--- src/rtl/encoder_pkg.sv ---
// Shared definitions for the matrix-encoder round controller.
// Optional build macro: STAGE_TIMEOUT_EN adds the ERR state used by the stage watchdog.
package encoder_pkg;

  // Datapath geometry, kept here so every block agrees on it.
  localparam int LINE_W         = 25;
  localparam int NUM_LINES      = 64;
  localparam int DEF_NUM_ROUNDS = 24;

  // Stage indices; bit positions in the stage enable/done vectors.
  localparam int NUM_STAGES = 5;
  localparam int STG_COLP   = 0;
  localparam int STG_ROT    = 1;
  localparam int STG_PERM   = 2;
  localparam int STG_REVAL  = 3;
  localparam int STG_ADDRC  = 4;

`ifdef STAGE_TIMEOUT_EN
  typedef enum logic [3:0] {
    S_IDLE  = 4'd0,
    S_LOAD  = 4'd1,
    S_COLP  = 4'd2,
    S_ROT   = 4'd3,
    S_PERM  = 4'd4,
    S_REVAL = 4'd5,
    S_ADDRC = 4'd6,
    S_NEXT  = 4'd7,
    S_FIN   = 4'd8,
    S_ERR   = 4'd9
  } state_t;
`else
  typedef enum logic [3:0] {
    S_IDLE  = 4'd0,
    S_LOAD  = 4'd1,
    S_COLP  = 4'd2,
    S_ROT   = 4'd3,
    S_PERM  = 4'd4,
    S_REVAL = 4'd5,
    S_ADDRC = 4'd6,
    S_NEXT  = 4'd7,
    S_FIN   = 4'd8
  } state_t;
`endif

  // One-hot stage enable pattern that belongs to a state (zero outside stages).
  function automatic logic [NUM_STAGES-1:0] stage_onehot(input state_t s);
    logic [NUM_STAGES-1:0] v;
    v = '0;
    case (s)
      S_COLP:  v[STG_COLP]  = 1'b1;
      S_ROT:   v[STG_ROT]   = 1'b1;
      S_PERM:  v[STG_PERM]  = 1'b1;
      S_REVAL: v[STG_REVAL] = 1'b1;
      S_ADDRC: v[STG_ADDRC] = 1'b1;
      default: v = '0;
    endcase
    return v;
  endfunction

  // Fixed stage order; the last stage hands over to the round-advance state.
  function automatic state_t stage_after(input state_t s);
    state_t n;
    case (s)
      S_COLP:  n = S_ROT;
      S_ROT:   n = S_PERM;
      S_PERM:  n = S_REVAL;
      S_REVAL: n = S_ADDRC;
      default: n = S_NEXT;
    endcase
    return n;
  endfunction

  // States during which an encode is in flight.
  function automatic logic is_busy_state(input state_t s);
    return (s == S_LOAD) || (s == S_COLP) || (s == S_ROT) || (s == S_PERM) ||
           (s == S_REVAL) || (s == S_ADDRC) || (s == S_NEXT);
  endfunction

endpackage

--- src/rtl/stage_watchdog.sv ---
// Per-stage residency counter: cleared on every stage entry, counts stage
// cycles and flags the cycle in which the stay reaches LIMIT cycles.
// Only instantiated when STAGE_TIMEOUT_EN is defined.
module stage_watchdog #(
  parameter int LIMIT = 4096
) (
  input  logic clk,
  input  logic rst,
  input  logic clear,
  input  logic tick,
  output logic expired
);

  localparam int CW = $clog2(LIMIT + 1);

  logic [CW-1:0] count_reg;

  // Current cycle is the LIMIT-th cycle of the stay.
  assign expired = tick && (count_reg == CW'(LIMIT - 1));

  // Residency counter; saturates once expired so it never wraps.
  always_ff @(posedge clk) begin
    if (rst) begin
      count_reg <= '0;
    end else if (clear) begin
      count_reg <= '0;
    end else if (tick && !expired) begin
      count_reg <= count_reg + 1'b1;
    end
  end

endmodule

--- src/rtl/encoder_round_ctrl.sv ---
// Round sequencer for the matrix encoder: load, five stages per round in
// fixed order, round advance, result handshake. All outputs are registered
// and decoded from the next state, so they line up with the state they
// belong to. Optional build macro: STAGE_TIMEOUT_EN (per-stage watchdog, ERR).
module encoder_round_ctrl
  import encoder_pkg::*;
#(
  parameter int NUM_ROUNDS     = DEF_NUM_ROUNDS,
  parameter int ROUND_W        = 5,
  parameter int TIMEOUT_CYCLES = 4096
) (
  input  logic               clk,
  input  logic               rst,
  input  logic               start,
  output logic               busy,
  output logic               inreg_en,
  output logic               cnt_rst_24,
  output logic               cnt_en_24,
  output logic               colParity_en,
  output logic               rotate_en,
  output logic               permute_en,
  output logic               revalute_en,
  output logic               addRC_en,
  input  logic               done1,
  input  logic               done2,
  input  logic               done3,
  input  logic               done4,
  input  logic               done5,
  output logic [ROUND_W-1:0] round_idx,
  output logic               first_round,
  output logic               result_valid,
  input  logic               result_ack,
  output logic               err
);

  state_t state_reg, state_next;

  logic [NUM_STAGES-1:0] stage_en_reg, stage_en_next;
  logic [NUM_STAGES-1:0] stage_en_prev_reg;
  logic [NUM_STAGES-1:0] done_vec, done_qual;
  logic [ROUND_W-1:0]    round_reg, round_next;

  logic busy_reg, busy_next;
  logic inreg_en_reg, inreg_en_next;
  logic cnt_rst_reg, cnt_rst_next;
  logic cnt_en_reg, cnt_en_next;
  logic first_round_reg, first_round_next;
  logic result_valid_reg, result_valid_next;
  logic err_reg, err_next;
  logic stage_done;

  // A done only counts for the active stage and only once its enable has
  // been up for at least one full cycle, which also enforces 2-cycle residency.
  assign done_vec   = {done5, done4, done3, done2, done1};
  assign done_qual  = done_vec & stage_en_reg & stage_en_prev_reg;
  assign stage_done = |done_qual;

`ifdef STAGE_TIMEOUT_EN
  logic wd_clear, wd_tick, wd_expired;

  assign wd_clear = (state_next != state_reg);
  assign wd_tick  = |stage_en_reg;

  stage_watchdog #(
    .LIMIT(TIMEOUT_CYCLES)
  ) u_stage_watchdog (
    .clk    (clk),
    .rst    (rst),
    .clear  (wd_clear),
    .tick   (wd_tick),
    .expired(wd_expired)
  );
`endif

  // Next-state logic plus the next values of every registered output.
  always_comb begin
    state_next        = state_reg;
    round_next        = round_reg;
    result_valid_next = result_valid_reg;

    if (result_valid_reg && result_ack) begin
      result_valid_next = 1'b0;
    end

    unique case (state_reg)
      S_IDLE: begin
        if (start) begin
          state_next = S_LOAD;
        end
      end
      S_LOAD: state_next = S_COLP;
      S_COLP, S_ROT, S_PERM, S_REVAL, S_ADDRC: begin
        if (stage_done) begin
          state_next = stage_after(state_reg);
        end
`ifdef STAGE_TIMEOUT_EN
        else if (wd_expired) begin
          state_next = S_ERR;
        end
`endif
      end
      S_NEXT: begin
        if (round_reg == ROUND_W'(NUM_ROUNDS - 1)) begin
          state_next = S_FIN;
        end else begin
          round_next = round_reg + 1'b1;
          state_next = S_COLP;
        end
      end
      S_FIN: state_next = S_IDLE;
`ifdef STAGE_TIMEOUT_EN
      S_ERR: state_next = S_ERR;
`endif
      default: state_next = S_IDLE;
    endcase

    // A new run restarts the round count and drops any unclaimed result.
    if (state_next == S_LOAD) begin
      round_next        = '0;
      result_valid_next = 1'b0;
    end
    if (state_next == S_FIN) begin
      result_valid_next = 1'b1;
    end

    stage_en_next    = stage_onehot(state_next);
    busy_next        = is_busy_state(state_next);
    inreg_en_next    = (state_next == S_LOAD);
    cnt_rst_next     = (state_next == S_LOAD);
    cnt_en_next      = (state_next == S_NEXT);
    first_round_next = busy_next && (round_next == '0);
`ifdef STAGE_TIMEOUT_EN
    err_next         = (state_next == S_ERR);
`else
    err_next         = 1'b0;
`endif
  end

  // State register and registered outputs; reset clears everything at once.
  always_ff @(posedge clk) begin
    if (rst) begin
      state_reg         <= S_IDLE;
      round_reg         <= '0;
      stage_en_reg      <= '0;
      stage_en_prev_reg <= '0;
      busy_reg          <= 1'b0;
      inreg_en_reg      <= 1'b0;
      cnt_rst_reg       <= 1'b0;
      cnt_en_reg        <= 1'b0;
      first_round_reg   <= 1'b0;
      result_valid_reg  <= 1'b0;
      err_reg           <= 1'b0;
    end else begin
      state_reg         <= state_next;
      round_reg         <= round_next;
      stage_en_reg      <= stage_en_next;
      stage_en_prev_reg <= stage_en_reg;
      busy_reg          <= busy_next;
      inreg_en_reg      <= inreg_en_next;
      cnt_rst_reg       <= cnt_rst_next;
      cnt_en_reg        <= cnt_en_next;
      first_round_reg   <= first_round_next;
      result_valid_reg  <= result_valid_next;
      err_reg           <= err_next;
    end
  end

  assign busy         = busy_reg;
  assign inreg_en     = inreg_en_reg;
  assign cnt_rst_24   = cnt_rst_reg;
  assign cnt_en_24    = cnt_en_reg;
  assign colParity_en = stage_en_reg[STG_COLP];
  assign rotate_en    = stage_en_reg[STG_ROT];
  assign permute_en   = stage_en_reg[STG_PERM];
  assign revalute_en  = stage_en_reg[STG_REVAL];
  assign addRC_en     = stage_en_reg[STG_ADDRC];
  assign round_idx    = round_reg;
  assign first_round  = first_round_reg;
  assign result_valid = result_valid_reg;
  assign err          = err_reg;

endmodule
--- config.mk ---
export PLATFORM = sky130hd
export DESIGN_NAME = encoder_round_ctrl
export DESIGN_NICKNAME = d
export VERILOG_FILES = /design/src/rtl/encoder_pkg.sv /design/src/rtl/stage_watchdog.sv /design/src/rtl/encoder_round_ctrl.sv
export SDC_FILE = /design/constraint.sdc
export NUM_CORES = 1
export LEC_CHECK = 0
export CAP_MARGIN = 40
export CORE_MARGIN = 8
export CORE_UTILIZATION = 51
export CTS_CLUSTER_SIZE = 12
export DETAILED_ROUTE_END_ITERATION = 10
export PLACE_DENSITY_LB_ADDON = 0.15
export SETUP_SLACK_MARGIN = 0.5
export SYNTH_ARGS = -nofsm -noshare
export SYNTH_HDL_FRONTEND = slang
export SYNTH_SLANG_ARGS = --single-unit
--- constraint.sdc ---
create_clock -name clk -period 3.52 [get_ports clk]
set_clock_uncertainty 0.2 [all_clocks]
set_input_delay 0.352 -clock clk [delete_from_list [all_inputs] [get_ports clk]]
set_output_delay 0.352 -clock clk [all_outputs]
set_load 0.03 [all_outputs]
* Word level (Yosys, flattened, before mapping)
Cells that the tools add are included.
** Word-level totals
- Flip-flop bits (word level) :: 24
- Input port bits :: 9
- Output and inout bits :: 17
- Word-level logic and storage cells :: 57
** Cells by class
- Add/sub/neg operators :: 1
- Eq/ne operators :: 16
- Mux-type cells :: 16
- Bitwise gates (word level) :: 2
- Reduce and logical (&&, ||, !) cells :: 13
** Operators with widths (count)
- 4-bit by 3-bit equality test with 1-bit output (second input constant) :: 8
- 4-bit by 2-bit equality test with 1-bit output (second input constant) :: 4
- 4-bit case mux with 4 select lines :: 1
- 5-bit two-way mux :: 3
- 4-bit two-way mux :: 3
- 3-bit case mux with 4 select lines :: 1
- 5-bit bitwise AND :: 2
- 5-bit OR reduction :: 2
- 4-bit by 1-bit equality test with 1-bit output (second input constant) :: 2
- 1-bit two-way mux :: 8
- 1-bit logical OR :: 6
- 5-bit by 1-bit adder with 5-bit output (second input constant) :: 1
- 5-bit equality test (second input constant) :: 1
- 5-bit logical NOT :: 1
- 4-bit equality test (second input constant) :: 1
- 4-bit logical NOT :: 1
- 3-bit nonzero test :: 1
- 1-bit logical AND :: 2

* Logic depth before layout (Yosys ltp)
Gate-level depths: netlist of the first run.
- Word-level depth :: 13
- Mapped depth :: 6
- Depth with buffers taken out :: 6

* Worst setup path after synthesis of the first run
Ideal clock, no wire load.
- Path type :: register -> register
- From :: reg round_reg[0], in the netlist round_idx[0]
- To :: reg first_round_reg, in the netlist first_round
- Library setup time :: 0.086 ns
- Arrival time :: 1.694 ns
- Data required time :: 3.234 ns
- Slack :: 1.541 ns
- Stages on the path, launching flop included :: 7
- Buffers on the path :: 0
- Period minus slack after synthesis :: 1.979 ns
- Path through :: dfxtp_1 > ha_1 > nand4b_1 > and2_4 > o31ai_2 > a31oi_1 > a211oi_1
** On the way
- Longest elaborated chain between the ends :: 11
- Elaborated cells between the ends (all ways) :: 22
- Those cells by class :: add/sub (1); eq/ne (8); mux (5); reduce/logical (8)
** Ends and longest elaborated chain
- from (decl) :: RTL line encoder_round_ctrl.sv:41 : logic [ROUND_W-1:0] round_reg, round_next;
- from (signal assigned) :: RTL line encoder_round_ctrl.sv:155 : round_reg <= round_next;
- 5-bit equality test :: RTL line encoder_round_ctrl.sv:103 : if (round_reg == ROUND_W'(NUM_ROUNDS - 1)) begin
- 4-bit two-way mux :: RTL line encoder_round_ctrl.sv:103
- 4-bit case mux with 4 select lines :: RTL line encoder_round_ctrl.sv:85 : unique case (state_reg)
- 4-bit by 1-bit equality test with 1-bit output / 4-bit by 2-bit equality test with 1-bit output (equally long branches) :: RTL line encoder_pkg.sv:75, encoder_round_ctrl.sv:118
- 1-bit logical OR (4 in series) :: RTL line encoder_pkg.sv:75 : return (s == S_LOAD) || (s == S_COLP) || (s == S_ROT) || (s == S_PERM) ||
- 1-bit logical OR (2 in series) :: RTL line encoder_pkg.sv:76 : (s == S_REVAL) || (s == S_ADDRC) || (s == S_NEXT);
- 1-bit logical AND (*) :: RTL line encoder_round_ctrl.sv:131 : first_round_next = busy_next && (round_next == '0);
- to (signal assigned) :: RTL line encoder_round_ctrl.sv:162 : first_round_reg <= first_round_next;
- to (decl) :: RTL line encoder_round_ctrl.sv:47 : logic first_round_reg, first_round_next;
Mark *: on every way between the ends. The rest lies on a longest branch, timed or not.
A chain may end at the register's enable or synchronous reset.

* Final worst setup path of the first run
- From :: reg round_reg[2], in the netlist round_idx[2]
- To :: out round_idx[2]
** RTL lines
- to (decl) :: RTL line encoder_round_ctrl.sv:29 : output logic [ROUND_W-1:0] round_idx,
No word-level cell between the ends.

==> results of run 1 <==
-- path summary, 6_finish.rpt --
| check | to | depth (start not counted) | start |
|---|---|---|---|
| hold / removal | stage_en_prev_reg[2] | 1 | stage_en_reg[2] |
| setup reg to reg | first_round | 5 | state_reg[2] |
| setup / recovery | round_idx[2] | 1 | round_idx[2] |
| hold reg to reg | stage_en_prev_reg[2] | 1 | stage_en_reg[2] |
-- kinds of logic after synthesis --
family / Yosys count
adder cells (fa/ha/maj): 1
other: 1
AO/OA/AOI/OAI: 17
buffers and inverters: 8
multiplexers: 1
XOR/XNOR: 4
flip-flops: 24
AND/OR/NAND/NOR: 50
-- cells in the final DEF (no fill, tap or decap), types with 2 or more instances in the layout --
master and count:
nand4b_1 2, xnor2_1 2, nor2b_1 5, dfxtp_1 24
and4b_1 2, or4_1 2, nand4_1 2, a211oi_1 2
a21oi_1 3, nand2_1 4, nor3_1 7, nor2_1 6
nand3_1 6, nor3b_1 3, xor2_1 2, inv_1 3
clkdlybuf4s50_1 24, clkbuf_4 3, a31oi_1 3
-- cell type report --
class,count,area [µm²]
flip-flops and latches,24,480
well taps,27,33.8
multi-input cells,74,520
inverters,3,11.3
clock buffers,3,22.5
fillers,186,653
repair buffers,24,240
-- synthesized netlist by cell type, drive strengths merged, types with 2 or more instances --
cell type	count	share of area
dfxtp	24	0.46
nand3	7	0.038
nor3	7	0.033
nor2	6	0.021
nor2b	5	0.030
buf	4	0.032
nand2	4	0.014
nor3b	4	0.033
a21oi	3	0.014
a31oi	3	0.018
inv	3	0.011
nand4	3	0.024
a211oi	2	0.014
and2	2	0.014
and4b	2	0.019
nand4b	2	0.017
nor4	2	0.026
or4	2	0.014
xnor2	2	0.017
xor2	2	0.017
-- layer usage --
layer / vias up / global-route usage
li1: 436 / -
met1: 403 / 0.164
met2: 23 / 0.181
met3: 5 / 0.0334
met4: 0 / 0.0812
met5: - / 0
-- power by group --
part / leakage (nW) / switching (mW) / internal, mW
combinational: 0.253 / 0.0445 / 0.0360
sequential: 0.195 / 0.00807 / 0.281
clock: 0.0138 / 0.0734 / 0.0400
==> results by stage, run 1 <==
Clock network:
- For the worst-skew pair, the clock arrives at the later sink with an insertion delay of 0.31 ns.
- The CTS tree is done.
- The H-tree depth is 1.
- The number of buffers on the longest clock path is 2.
- The setup fix buffers added after clock tree synthesis is 0.
- After clock tree synthesis, the repair step resized 0 gates.
- The tree is rooted in a clkbuf_4.
- After clock tree synthesis, the clock-pin slew on the worst setup and hold paths is 0.12 ns.
- The clock drives 24 sinks.
- The number of hold-repair buffers added at the cts stage is 0.
- Buffers inserted during clock tree synthesis total 3.

Power and ir drop:
- For this design the ratio of total power to cell area is 369 nW/µm².
- The worst ir drop on vdd is 0.215 mV.
- Total power for the finished layout comes to 483 µW.
- The static power due to leakage is 0.461 nW.

Global route:
- Entering global routing, the biggest net connects 15 pins.
- The first-pass GRT wire length is 3640 µm.
- The total overflow reported by the global router is 0.
- The number of global-route vias before repair is 818.
- The initial antenna violation count is 0.
- The global-route total usage across every layer is 0.127.

Timing:
- In the final timing run, aggregate negative setup slack is 0 ns.
- Setup violations remaining at the end of the flow were counted as 0.
- The number of endpoints with negative hold slack in the final report is 0.
- Counting I/O delays and the setup requirement, the final critical path takes 2.08 ns.
- Dividing the final minimum period by the clock period gives 0.590.
- The worst pin sits at a relative slew slack of 0.612.
- After layout, the worst setup slack is 1.44 ns.
- Across all hold checks on the routed design, the worst slack comes to 0.294 ns.
- Based on the critical path, the design can be clocked at up to 482 MHz.
- For the pin with the worst max-slew slack, the measured transition is 0.574 ns.
- The number of pins with negative max-slew slack in the final report was 0.
- Setup repair after global routing left no endpoint under its margin.

Drt:
- In the final routed layout, each cell accounts on average for 14.3 µm.
- Wire segments on met3 add up to 136 µm in the final route.
- Summed over all layers, the routed wires come to 2220 µm.
- The highest layer touched by signal routing is met4.
- In the routed layout, each cell is associated on average with a via count of 5.59.
- Detailed routing inserted a total of 867 vias.
- The wire length on met1 is 1040 µm.
- The number of remaining DRC errors is 0.
- The first routing iteration left 26 violations.
- Summed over all nets, wire length on met2 after detailed routing comes to 1000 µm.
- The number of detailed-route iterations in the first pass is 4.
- The number of nets still failing antenna checks after routing is 0.

Synth:
- The area of the mapped netlist is 1050 µm².
- The mean post-synth cell area is 9.90 µm².
- The sequential share of the synthesized area is 0.458.
- Of the total synthesized cell area, the portion taken by AND, OR, NAND and NOR gates is 0.316.
- During synthesis, Yosys emitted a total of 0 warnings.
- The share of synthesized cell area in full adder, half adder and majority cells is 0.0119.
- After synthesis, the largest family of logic cells by area is simple AND/OR/NAND/NOR gates.
- The number of nets in the synthesized netlist is 116.
- The most used flip-flop cell after synthesis is dfxtp_1.
- Counting flops and latches in the post-synthesis netlist gives 24.
- Of the total synthesized cell area, the portion taken by XOR and XNOR cells is 0.0334.
- After synthesis, the netlist uses 43 different library cells.
- The fraction of synthesized area in multiplexers is 0.00954.
- The cell count after synthesis came out at 106.
- The synthesized-area fraction occupied by ao, oa, aoi and oai cells came to 0.122.
- The count of flip-flops with a built-in enable after synthesis is 0.
- The share of async-settable or async-resettable flops after synthesis is 0.

Final layout:
- The area growth from synthesis to final layout is 24.7%.
- The net count of the finished layout is 140.
- The finished cells cover 1310 µm².
- The final non-filler cell total is 155.
- The antenna cell count is 0.
- The share of post-route cells with drive strength above 1 is 0.0781.
- The final design utilization is 0.667.

Floorplanning:
- The vertical die dimension is 61.4 µm.
- The row count is 16.
- The die is 61.4 µm wide.
- The floorplan die area is 3770 µm².
- The count of boundary I/O pins is 26.
- The core region is 1960 µm².
- The initial utilization of the core area, before any placement, comes to 0.535.

Status:
- The run finished with clean final reports.

Placement:
- Buffers placed on the I/O ports in this run total 24.
- The setup slack at placement is 1.34 ns.
- The HPWL after detailed placement is 1650 µm.
- The final weighted congestion in routability-driven placement is 0.806.
- The number of cells after detailed placement is 152.
- The placed instance area is 1290 µm².

Critical path:
- The peak fanout along the critical path is 9.
- Walking the worst path, the cells encountered are clkdlybuf4s50_1.
- The count of buffering cells on the critical path with inverters included is 1.
- On the critical path the largest part of the delay comes from buffers and inverters.
- The startpoint kind of the worst setup timing path is a flop.
- The endpoint class of the critical path is an output port.
- At the worst endpoint, the arrival time is 1.52 ns.
- The classification of the worst setup path is reg -> out.
- The setup slack of the worst register-to-register path is 1.49 ns.
- STA puts the critical path data required time at 2.97 ns.
- The slowest cell on the critical path is clkdlybuf4s50_1.
- For this run, the slowest stage of the critical path takes 0.73 ns.

Run:
- Max-cap violations in this run came to 0.

Hold path:
- The worst min-delay path category is reg -> reg.
(Power assumes the default switching activity.)
==> inputs of run 2 (changes only) <==
- CORE_UTILIZATION: 51 -> 43
- clock period: 3.52 -> 1.89 ns (I/O delays scaled with it)
==> results by stage, run 2 (same netlist as run 1, synthesis figures left out) <==
Status:
- The run finished with clean final reports.

Clock network:
- The tree built by TritonCTS fans out to 24 sinks.
- The number of buffers on the longest clock path is 2.
- The H-tree depth is 1.
- The root buffer cell chosen for the clock tree is clkbuf_4.
- The clock edge transition at the registers on the reported setup and hold paths is 0.13 ns.
- Hold repair after CTS inserted 0 buffers.
- The number of buffers created by CTS is 3.
- Clock latency on the worst-skew pair, taken at its later pin, is 0.33 ns.
- The CTS tree is done.

Timing:
- Of the available clock period, the critical path in the final layout requires 0.970.
- Static timing analysis puts the maximum clock frequency at 545 MHz.
- The minimum clock period is 1.83 ns.
- The number of pins with negative max-slew slack in the final report is 0.
- The number of endpoints with negative hold slack in the final report is 0.
- The aggregate negative setup slack is 0 ns.
- The smallest setup slack after layout is 0.0566 ns.
- The count of final setup violators is 0.
- Setup repair after global routing could not meet its margin everywhere.
- The worst-case hold slack is 0.292 ns.

Power and ir drop:
- Overall power consumption after layout is estimated at 1.01 mW.
- The static power due to leakage is 0.657 nW.
- The worst ir drop on vdd is 0.554 mV.
- For this design the ratio of total power to cell area is 591 nW/µm².

Drt:
- The number of remaining DRC errors is 0.
- The number of detailed-route iterations in the first pass is 4.
- The average via count per standard cell is 5.71.
- The first-iteration detailed-routing DRC count is 31.
- The final layout contains routed wiring with a total length of 3380 µm.
- Once detail routing completed, the nets flagged for antenna violations numbered 0.
- The routed wire length per instance is 18.3 µm.
- The routed layout has 1,050 vias.

Floorplanning:
- After floorplanning, the core was divided into 18 placement rows.
- The vertical die dimension is 65.4 µm.
- In this run the count of I/O pins placed on the die edge is 26.
- The die is 65.4 µm wide.
- The floorplan die area is 4280 µm².
- The core region is 2390 µm².
- The initial core utilization is 0.440.

Critical path:
- The worst setup path is launched from a flop.
- Data on the critical path is required at its endpoint by 1.91 ns.
- Along the worst path, the maximum fanout reaches 6.
- The worst setup path is of the reg -> reg kind.
- STA puts the critical path data arrival time at 1.86 ns.
- The worst setup path is captured at a flop.

Placement:
- The number of cells after detailed placement is 161.
- The number of buffers inserted by port buffering is 24.
- The HPWL reported at the end of detailed placement is 1750 µm.
- At the end of routability-driven placement, the weighted congestion stood at 0.842.
- The setup slack at placement is -0.0907 ns.
- The placed instance area is 1380 µm².

Final layout:
- The number of fillers in the final layout is 184.
- The final design utilization is 0.716.
- In the final layout, the share of cells above drive strength 1 is 0.604.
- The antenna cell count is 0.
- The finished cells cover 1710 µm².
- Leaving out fill and tap cells, the most frequent cell in the layout is buf_4.
- The net count of the finished layout is 165.
- The area growth from synthesis to final layout is 62.8%.
- The final non-filler cell total is 184.
- The library cells used most frequently in the layout, excluding fill and tap cells, are 18 x buf_4, 10 x dfxtp_1, 8 x clkdlybuf4s50_1, 8 x buf_6.

Run:
- Max-cap violations in this run came to 0.

Hold path:
- The worst min-delay path category is reg -> reg.

Global route:
- For this run the aggregate overflow at the end of global routing stands at 0.
- The number of global-route vias before repair is 1,113.
- The first-pass GRT wire length is 5000 µm.
- The global-route total usage across every layer is 0.148.
- The initial antenna violation count was 0.
- Entering global routing, the biggest net connects 14 pins.
[run 2: final timing paths]
kind	startpoint	endpoint	slack (ns)	cells past startpoint
setup reg to reg	round_idx[0]	first_round	0.06	8
hold / removal	stage_en_reg[2]	stage_en_prev_reg[2]	0.29	1
hold reg to reg	stage_en_reg[2]	stage_en_prev_reg[2]	0.29	1
setup / recovery	round_idx[0]	first_round	0.06	8
[run 2: cell type report]
type | count | area (µm²) | area share
Clock buffer | 4 | 26.3 | 0.0154
Tap cell | 30 | 37.5 | 0.0220
Timing Repair Buffer | 48 | 414 | 0.242
Inverter | 3 | 11.3 | 0.00659
Multi-Input combinational cell | 75 | 704 | 0.412
Sequential cell | 24 | 515 | 0.302
[run 2: routing by layer]
layer	wire length, µm	GRT usage	up-vias
met4	87	0.0790	0
met2	1730	0.268	28
li1	-	-	493
met1	1380	0.142	520
met5	0	0	-
met3	180	0.0544	9
[run 2: power by group]
part           switching, mW  leakage [nW]  internal (mW)
Combinational          0.127         0.438          0.109
Sequential            0.0171         0.204          0.518
Clock                  0.157        0.0150         0.0829
[run 2: repair_timing]
item,in CTS,in global routing
gates cloned,1,0
hold endpoints to repair,0,0
resized for setup,73,51
pin swaps,7,17
buffers inserted,13,5
endpoints found under the setup margin,34,28
[run 2: critical path, cell delays in order (launching register included)]
cell      delay (ns)
dfxtp_4         0.38
ha_4            0.12
buf_4           0.13
nand4b_1        0.16
buf_4           0.18
nand4b_1        0.13
o31ai_2         0.09
a31oi_1         0.28
a211oi_2        0.07
